### src/rtl/multipli_arb_pkg.sv
// Shared types for the multiplier arbiter: FSM state encoding and pointer sizing.
package multipli_arb_pkg;

    typedef enum logic [1:0] {
        IDLE  = 2'd0,
        START = 2'd1,
        WAIT  = 2'd2
    } arb_state_t;

    function automatic int ptr_w(input int n);
        return (n > 1) ? $clog2(n) : 1;
    endfunction

    localparam int N_REQ_DEF = 4;
    localparam int PTR_W     = ptr_w(N_REQ_DEF);

endpackage

### src/rtl/multipli_arb_if.sv
// Requester-side and multiplier-side signals of the arbiter; master is the arbiter.
interface multipli_arb_if #(
    parameter int N_REQ = 4,
    parameter int size  = 8
);
    logic [N_REQ-1:0]      req;
    logic [N_REQ*size-1:0] A_in;
    logic [N_REQ*size-1:0] B_in;
    logic [N_REQ-1:0]      ack;
    logic [N_REQ-1:0]      done;
    logic [2*size-1:0]     S_out;
    logic                  err;
    logic [size-1:0]       mult_A;
    logic [size-1:0]       mult_B;
    logic                  mult_start;
    logic                  mult_fin;
    logic [2*size-1:0]     mult_S;

    modport master (
        input  req, A_in, B_in, mult_fin, mult_S,
        output ack, done, S_out, err, mult_A, mult_B, mult_start
    );

    modport slave (
        output req, A_in, B_in, mult_fin, mult_S,
        input  ack, done, S_out, err, mult_A, mult_B, mult_start
    );
endinterface

### src/rtl/multipli_arb_rr_pick.sv
// Combinational round-robin picker: first set req bit at or after ptr, wrapping.
module multipli_arb_rr_pick
    import multipli_arb_pkg::*;
#(
    parameter int N_REQ = 4,
    parameter int PW    = ptr_w(N_REQ)
) (
    input  logic [N_REQ-1:0] req,
    input  logic [PW-1:0]    ptr,
    output logic             any,
    output logic [N_REQ-1:0] grant
);
    logic [PW-1:0] idx;
    logic          found;

    always_comb begin
        grant = '0;
        found = 1'b0;
        idx   = '0;
        for (int i = 0; i < N_REQ; i++) begin
            idx = PW'((int'(ptr) + i) % N_REQ);
            if (!found && req[idx]) begin
                grant[idx] = 1'b1;
                found      = 1'b1;
            end
        end
    end

    assign any = |req;

endmodule

### src/rtl/multipli_arbiter.sv
// Round-robin share of one sequential multiplier among N_REQ requesters.
// Optional run watchdog enabled by defining MULTIPLI_ARB_TIMEOUT_EN.
module multipli_arbiter
    import multipli_arb_pkg::*;
#(
    parameter int N_REQ          = 4,
    parameter int size           = 8,
    parameter int TIMEOUT_CYCLES = 64
) (
    input logic           CLK,
    input logic           RESET,
    multipli_arb_if.master bus
);
    localparam int PW = ptr_w(N_REQ);

    arb_state_t        state_q, state_d;
    logic [PW-1:0]     ptr_q, ptr_d;
    logic [PW-1:0]     g_q, g_d;
    logic [N_REQ-1:0]  ack_q, ack_d;
    logic [N_REQ-1:0]  done_q, done_d;
    logic [2*size-1:0] s_q, s_d;
    logic [size-1:0]   ma_q, ma_d;
    logic [size-1:0]   mb_q, mb_d;
    logic              start_q, start_d;

    logic              any;
    logic [N_REQ-1:0]  grant;
    logic [PW-1:0]     gidx;
    logic [PW-1:0]     ptr_nxt;

`ifdef MULTIPLI_ARB_TIMEOUT_EN
    localparam int CNT_W = $clog2(TIMEOUT_CYCLES + 1);
    logic [CNT_W-1:0] cnt_q, cnt_d;
    logic             err_q, err_d;
`endif

    multipli_arb_rr_pick #(.N_REQ(N_REQ), .PW(PW)) u_pick (
        .req   (bus.req),
        .ptr   (ptr_q),
        .any   (any),
        .grant (grant)
    );

    always_comb begin
        gidx = '0;
        for (int i = 0; i < N_REQ; i++) begin
            if (grant[i]) gidx = PW'(i);
        end
    end

    // Pointer moves just past the requester that was served.
    assign ptr_nxt = (g_q == PW'(N_REQ - 1)) ? '0 : g_q + 1'b1;

    always_comb begin
        state_d = state_q;
        ptr_d   = ptr_q;
        g_d     = g_q;
        ack_d   = '0;
        done_d  = '0;
        s_d     = s_q;
        ma_d    = ma_q;
        mb_d    = mb_q;
        start_d = 1'b0;
`ifdef MULTIPLI_ARB_TIMEOUT_EN
        cnt_d   = cnt_q;
        err_d   = 1'b0;
`endif
        case (state_q)
            IDLE: begin
                if (any) begin
                    state_d = START;
                    g_d     = gidx;
                    ack_d   = grant;
                    ma_d    = bus.A_in[gidx*size +: size];
                    mb_d    = bus.B_in[gidx*size +: size];
                    start_d = 1'b1;
                end
            end
            START: begin
                state_d = WAIT;
`ifdef MULTIPLI_ARB_TIMEOUT_EN
                cnt_d   = '0;
`endif
            end
            WAIT: begin
                if (bus.mult_fin) begin
                    state_d = IDLE;
                    s_d     = bus.mult_S;
                    done_d  = N_REQ'(1) << g_q;
                    ptr_d   = ptr_nxt;
                end
`ifdef MULTIPLI_ARB_TIMEOUT_EN
                // cnt_q counts completed WAIT cycles; this edge is the limit-th.
                else if (cnt_q == CNT_W'(TIMEOUT_CYCLES - 1)) begin
                    state_d = IDLE;
                    s_d     = '0;
                    done_d  = N_REQ'(1) << g_q;
                    err_d   = 1'b1;
                    ptr_d   = ptr_nxt;
                end else begin
                    cnt_d   = cnt_q + 1'b1;
                end
`endif
            end
            default: state_d = IDLE;
        endcase
    end

    always_ff @(posedge CLK or posedge RESET) begin
        if (RESET) begin
            state_q <= IDLE;
            ptr_q   <= '0;
            g_q     <= '0;
            ack_q   <= '0;
            done_q  <= '0;
            s_q     <= '0;
            ma_q    <= '0;
            mb_q    <= '0;
            start_q <= 1'b0;
`ifdef MULTIPLI_ARB_TIMEOUT_EN
            cnt_q   <= '0;
            err_q   <= 1'b0;
`endif
        end else begin
            state_q <= state_d;
            ptr_q   <= ptr_d;
            g_q     <= g_d;
            ack_q   <= ack_d;
            done_q  <= done_d;
            s_q     <= s_d;
            ma_q    <= ma_d;
            mb_q    <= mb_d;
            start_q <= start_d;
`ifdef MULTIPLI_ARB_TIMEOUT_EN
            cnt_q   <= cnt_d;
            err_q   <= err_d;
`endif
        end
    end

    assign bus.ack        = ack_q;
    assign bus.done       = done_q;
    assign bus.S_out      = s_q;
    assign bus.mult_A     = ma_q;
    assign bus.mult_B     = mb_q;
    assign bus.mult_start = start_q;
`ifdef MULTIPLI_ARB_TIMEOUT_EN
    assign bus.err        = err_q;
`else
    assign bus.err        = 1'b0;
`endif

endmodule

### src/flat_wrapper.sv
// flat-port wrapper written by rule: the top's interface ports become plain ports
module multipli_arbiter_flat import multipli_arb_pkg::*;
#(
    parameter int N_REQ          = 4,
    parameter int size           = 8,
    parameter int TIMEOUT_CYCLES = 64
)
  (CLK, RESET, bus_req, bus_A_in, bus_B_in, bus_mult_fin, bus_mult_S, bus_ack, bus_done, bus_S_out, bus_err, bus_mult_A, bus_mult_B, bus_mult_start);
  multipli_arb_if #(.N_REQ(N_REQ), .size(size)) bus_i ();
  input logic CLK;
  input logic RESET;
  input wire logic [$bits(bus_i.req)-1:0] bus_req;
  input wire logic [$bits(bus_i.A_in)-1:0] bus_A_in;
  input wire logic [$bits(bus_i.B_in)-1:0] bus_B_in;
  input wire logic [$bits(bus_i.mult_fin)-1:0] bus_mult_fin;
  input wire logic [$bits(bus_i.mult_S)-1:0] bus_mult_S;
  output wire logic [$bits(bus_i.ack)-1:0] bus_ack;
  output wire logic [$bits(bus_i.done)-1:0] bus_done;
  output wire logic [$bits(bus_i.S_out)-1:0] bus_S_out;
  output wire logic [$bits(bus_i.err)-1:0] bus_err;
  output wire logic [$bits(bus_i.mult_A)-1:0] bus_mult_A;
  output wire logic [$bits(bus_i.mult_B)-1:0] bus_mult_B;
  output wire logic [$bits(bus_i.mult_start)-1:0] bus_mult_start;
  assign bus_i.req = bus_req;
  assign bus_i.A_in = bus_A_in;
  assign bus_i.B_in = bus_B_in;
  assign bus_i.mult_fin = bus_mult_fin;
  assign bus_i.mult_S = bus_mult_S;
  assign bus_ack = bus_i.ack;
  assign bus_done = bus_i.done;
  assign bus_S_out = bus_i.S_out;
  assign bus_err = bus_i.err;
  assign bus_mult_A = bus_i.mult_A;
  assign bus_mult_B = bus_i.mult_B;
  assign bus_mult_start = bus_i.mult_start;
  multipli_arbiter #(.N_REQ(N_REQ), .size(size), .TIMEOUT_CYCLES(TIMEOUT_CYCLES)) u_core (.CLK(CLK), .RESET(RESET), .bus(bus_i));
endmodule
### config.mk
export PLATFORM = sky130hd
export DESIGN_NAME = multipli_arbiter_flat
export DESIGN_NICKNAME = d
export VERILOG_FILES = /design/src/rtl/multipli_arb_pkg.sv /design/src/rtl/multipli_arb_if.sv /design/src/rtl/multipli_arb_rr_pick.sv /design/src/rtl/multipli_arbiter.sv /design/src/flat_wrapper.sv
export SDC_FILE = /design/constraint.sdc
export NUM_CORES = 1
export LEC_CHECK = 0
export CAP_MARGIN = 30
export CORE_MARGIN = 1.5
export CORE_UTILIZATION = 40
export DETAILED_ROUTE_END_ITERATION = 6
export PLACE_DENSITY = 0.74
export SYNTH_ARGS = -nofsm -noshare
export SYNTH_HDL_FRONTEND = slang
export SYNTH_SLANG_ARGS = --single-unit
### constraint.sdc
create_clock -name CLK -period 4.6 [get_ports CLK]
set_input_delay 1.15 -clock CLK [delete_from_list [all_inputs] [get_ports CLK]]
set_output_delay 1.15 -clock CLK [all_outputs]
set_load 0.1 [all_outputs]
==> flow_summary.json <==
{
  "grt_usage_pct": 20.92,
  "yosysMostFrequentCell": "dfrtp_1",
  "rsz0062_at_grt": "no",
  "maxCapViolations": 0,
  "post-place-ws_ns": 0.6631,
  "dp_hpwl_mm": 6.272,
  "worst_pin_slew_ns": 1.027,
  "via_per_inst": 5.549,
  "slew_violations": 0,
  "wl_mm": 8.671,
  "post_cts.repair.setup_buffers": 0,
  "die_h_um": 91.89,
  "reg2reg_to": "u_core.bus.mult_A[5]",
  "yosysSeqAreaShare_pct": 37.21,
  "h-tree-depth": 2,
  "antenna_left": 0,
  "worstPathMaxFanout": 17,
  "insertion_delay_ns": 0.30,
  "post_cts_resized": 0,
  "dieArea_mm2": 0.008444,
  "avgSynthCellArea_um2": 9.908,
  "min_to": "u_core.bus.S_out[11]",
  "fin_util_pct": 59.75,
  "min_path_type": "register to register",
  "max_slew_margin_pct": 31.32,
  "worstRegToRegCells": 9,
  "period_needed_ns": 3.663,
  "antenna_found_initial": 0,
  "hold_start": "u_core.bus.S_out[11]",
  "reg2reg_slack_ns": 1.09,
  "outcome": "finished, final reports clean",
  "yosysTopAreaCellShare_pct": 37.21,
  "synthToLayoutAreaGrowth_pct": 45.33,
  "portBuffers": 127,
  "via_count": 2991,
  "coreArea_mm2": 0.007687,
  "drive_gt1_share_pct": 16.48,
  "min_path_cells": 1,
  "syn-cell-area_mm2": 0.003161,
  "ios": 129,
  "synth_edf_count": 0,
  "grt_pass1_vias": 2928,
  "post-route-drc-count": 0,
  "gr-total-overflow": 0,
  "yosysTopAreaCell": "dfrtp_1",
  "yosys_register_bits": 47,
  "cp_data_required_time_ns": 4.83,
  "rows": 32,
  "synthArstFlopShare_pct": 100.0,
  "firstDrtPassIters": 5,
  "arrival_ns": 3.89,
  "ys_warn_count": 0,
  "fp.dieW_um": 91.89,
  "min_period_over_period_pct": 79.63,
  "num-nets-final": 533,
  "ys_top_cells_by_count": "dfrtp_1, nand3_1, nand2_1, nor2_1",
  "setup_viol": 0,
  "clock_sinks": 47,
  "drtIter0Drc": 97,
  "synth.net_count": 416,
  "globalplace.congestion": 0.8567,
  "hold_slack_ns": 0.5094,
  "cts_tree": "yes",
  "ys_types": 49,
  "antenna_cells": 0,
  "r2r-start": "u_core.ptr_q[0]",
  "critical_path_class": "primary input to register",
  "yosys-top-cells-area": "dfrtp_1, mux2_2, nand3_1",
  "hold_viol_final": 0,
  "max_clock_freq_mhz": 273.0,
  "endpoint_kind": "register",
  "cts_buffers": 5,
  "worst_slack_ns": 0.9369,
  "cts_hold_buf": 0,
  "path_clk_slew_ns": 0.10,
  "clock_skew_ns": 0.01565,
  "cts_root_buf": "clkbuf_8",
  "setup_tns_ns": 0,
  "crit_path_start_kind": "primary input",
  "ctsLongestPathBuffers": 2,
  "grt_max_degree": 36,
  "grt_pass1_wl_mm": 14.23,
  "synthCells": 319,
  "wl_per_cell_um": 16.09,
  "ys_dominant_reg_cell": "dfrtp_1",
  "initial_utilization_pct": 41.11
}
cell type report:
cell class | instances | area, um^2
tap | 102 | 127.6
inverter | 13 | 48.80
fill | 678 | 3094
timing repair buffer | 135 | 1351
multi-input combinational | 234 | 1797
sequential | 47 | 1176
clock buffer | 5 | 68.82
clock inverter | 3 | 23.77
metal layers:
| metal | vias up | track usage (%) | wire length, um |
|---|---|---|---|
| met2 | 157 | 33.89 | 4122 |
| met3 | 12 | 3.731 | 737 |
| met5 | - | 0 | 0 |
| met1 | 1417 | 29.11 | 3728 |
| li1 | 1405 | - | - |
| met4 | 0 | 4.744 | 82 |
critical path: stages:
cell and delay, ns:
clkdlybuf4s50_1 0.55, mux4_1 0.73, o211a_4 0.40, a211oi_4 0.54, buf_4 0.28, o21ai_2 0.07
a41oi_2 0.16
kinds of logic (layout without fill, tap and decap cells):
| group | Yosys count | count (layout) | synth area share (%) |
|---|---|---|---|
| flip-flops | 47 | 47 | 37.21 |
| adder cells (fa/ha/maj) | 10 | 10 | 3.959 |
| other | 1 | 1 | 0.1187 |
| multiplexers | 29 | 29 | 11.72 |
| buffers and inverters | 38 | 156 | 5.938 |
| AND/OR/NAND/NOR | 98 | 98 | 15.72 |
| AO/OA/AOI/OAI | 96 | 96 | 25.34 |
flip-flops by register name (all words and copies together) (netlist names):
signal                 cells
u_core.bus.S_out          16
u_core.bus.mult_A          8
u_core.bus.mult_B          8
u_core.bus.ack             4
u_core.bus.done            4
u_core.g_q                 2
u_core.ptr_q               2
u_core.state_q             2
u_core.bus.mult_start      1
worst max path at each step:
| stage | slack, ns | end | startpoint |
|---|---|---|---|
| after CTS | 0.96 | u_core.bus.mult_A[5] | bus_req[3] |
| after global routing | 0.81 | u_core.bus.mult_A[5] | bus_req[3] |
| after floorplan | 1.69 | u_core.bus.mult_A[1] | bus_req[3] |
| after global placement | 0.75 | u_core.bus.mult_A[6] | bus_req[3] |
| after detailed placement | 0.66 | u_core.bus.mult_A[5] | bus_req[3] |
| final | 0.94 | u_core.bus.mult_A[5] | bus_req[3] |
stage by stage:
step / area, um^2 / instances
3_3_place_gp: 4466 / 529
3_5_place_dp: 4501 / 531
5_1_grt: 4593 / 539
4_1_cts: 4593 / 539
2_1_floorplan: 3161 / 319
6_report: 4593 / 539
layout by cell type, fill, tap and decap left out, types with 2 or more instances in the layout:
| cell | instances |
|---|---|
| inv_1 | 12 |
| nand3b_1 | 2 |
| a41oi_2 | 9 |
| o21ai_0 | 21 |
| dfrtp_1 | 47 |
| nand3_1 | 30 |
| a41oi_1 | 6 |
| o21ai_2 | 9 |
| clkdlybuf4s50_1 | 127 |
| nor2b_1 | 4 |
| mux2_2 | 21 |
| ha_1 | 10 |
| o22ai_1 | 2 |
| a21oi_1 | 20 |
| clkbuf_8 | 5 |
| o31ai_1 | 2 |
| nor2_4 | 2 |
| mux4_2 | 3 |
| clkinvlp_4 | 2 |
| mux2i_1 | 4 |
| nand2b_1 | 4 |
| nand2_1 | 24 |
| o2bb2ai_1 | 15 |
| nor2_1 | 22 |
| or3_1 | 2 |
| buf_4 | 6 |
Power is not shown: default switching activity piles up to over one toggle a cycle in this logic, so the estimate is an artifact.
==> patch, RTL diff (same flow settings) <==
Encoding of `arb_state_t`: now one-hot (3 bits for 3 states).
--- a/src/rtl/multipli_arb_pkg.sv
+++ b/src/rtl/multipli_arb_pkg.sv
@@ -1,10 +1,10 @@
 // Shared types for the multiplier arbiter: FSM state encoding and pointer sizing.
 package multipli_arb_pkg;
 
-    typedef enum logic [1:0] {
-        IDLE  = 2'd0,
-        START = 2'd1,
-        WAIT  = 2'd2
+    typedef enum logic [2:0] {
+        IDLE  = 3'b001,
+        START = 3'b010,
+        WAIT  = 3'b100
     } arb_state_t;
 
     function automatic int ptr_w(input int n);
Behaviour: same outputs for any inputs over 10 cycles, from zero or initial values and one cycle with RESET high; not proved beyond that.
==> patch against the original RTL <==
  * Maximum frequency rose by 1.7%
  * Global-route usage down 0.47 points
  * Sequential cell count is 1 higher
  * Largest cell class unchanged
  * Synthesized area decreased by 7.2%
  * Utilization increased by 1.7 points
  * First-iteration DRC count rose by 56%
  * Critical path type unchanged
  * Wire length fell by 5.3%
  * Setup slack improved by 61 ps
  * Final area is 4.0% lower
Power is not shown: default switching activity piles up to over one toggle a cycle in this logic, so the estimate is an artifact.
==> patch: results (changes against the original RTL) <==
Number of flip-flops under the largest register name: 16 (unchanged)
First-pass GRT wire length: 12400 µm (-13%)
Top post-synthesis cells by area: dfrtp_1 40%, mux2_2 6.9%, a221oi_2 5.6%
1st-iter DRT viols: 151 (+56%)
Worst setup path start: bus_req[2]
Status: completed
Crit-path leading delay family: compound AO/OA/AOI/OAI gates
Post-synthesis mux area share: 10.7% (-1.1 points)
Initial core utilization: 40.9% (-0.22 points)
Max incr delay on CP: 640 ps (-90 ps)
Iteration count of the initial detailed-routing pass: 4 (-1)
Worst slew pin tran: 1020 ps (-7.23 ps)
Cts bufs inserted: 5 (unchanged)
Hold path startpoint: u_core.bus.S_out[3]
Register area share after synthesis: 41.0% (+3.8 points)
# fillers: 601 (-11%)
Met3 track demand over resource: 3.82% (+0.093 points)
Syn nets: 366 (-12%)
GRT met2 Usage: 33.3% (-0.62 points)
HPWL Detailed: 6080 µm (-3.1%)
CP Max Fanout: 11 (-6)
Slowest CP cell: clkdlybuf4s50_1
Vias per inst: 5.34 (-3.8%)
Vias in the first global route: 2493 (-15%)
Crit path arrival time: 3790 ps (-100 ps)
Synth Area in Compound Gates: 24.5% (-0.86 points)
Netlist cell types: 46 (-6.1%)
RePlAce Congestion: 0.804 (-6.1%)
Skew final: 7.57 ps (-8.08 ps)
Layout cells sized above 1: 17.2% (+0.70 points)
GRT met1 Usage: 27.6% (-1.5 points)
WL/cell: 16.8 µm (+4.4%)
Adder-Cell Fraction of Synth Area: 4.26% (+0.31 points)
Total GRT Usage: 20.4% (-0.47 points)
==> patch: cell types whose count changed after synthesis, moves of 8 or more <==
cell       delta
a41oi_2       -8
o21ai_2       -9
o22ai_1      +14
o21ai_0      -19
nand2_1      -18
o2bb2ai_1    -15
a221oi_2     +11
nand3_1      -29
nor2b_1      +14
==> patch: metrics by stage <==
| stage | hold WS [ps] | utilization (%) | instances | area [µm²] | worst slack, ps |
|---|---|---|---|---|---|
| 5_1_grt | 529 | 61.5 | 489 | 4410 | 667 |
| 3_3_place_gp | 488 | 59.1 | 478 | 4240 | 727 |
| 6_report | 510 | 61.5 | 489 | 4410 | 998 |
| 2_1_floorplan | 513 | - | 269 | 2930 | 1510 |
| 4_1_cts | 515 | 61.5 | 489 | 4410 | 972 |
| 3_5_place_dp | 495 | 59.8 | 481 | 4290 | 679 |
==> patch: worst paths after layout <==
path                            cells after the start                    to  slack, ps
max in group asynchronous                           3     u_core.state_q[0]       2990
worst min-delay path                                1   u_core.bus.S_out[3]        510
worst max register to register                      8  u_core.bus.mult_B[4]       1010
worst max-delay path                                8  u_core.bus.mult_B[7]       1000
worst min register to register                      1   u_core.bus.S_out[3]        510
min in group asynchronous                           2  u_core.bus.mult_A[4]       1070
==> patch: layer usage <==
metal  routed length (µm)  up-vias  share of wire [%]
met4                  104        0                1.3
met3                  553        8                6.7
met5                    0        -                  0
li1                     -     1242                  -
met2                 3840      100                 47
met1                 3720     1261                 45
==> patch: cell type report <==
type,instances,share of cell area (%)
clock buffer,6,1.87
clock inverter,2,0.879
inverter,7,0.596
tap,99,2.81
multi-input combinational,190,35.5
timing repair buffer,137,31.1
sequential,48,27.3
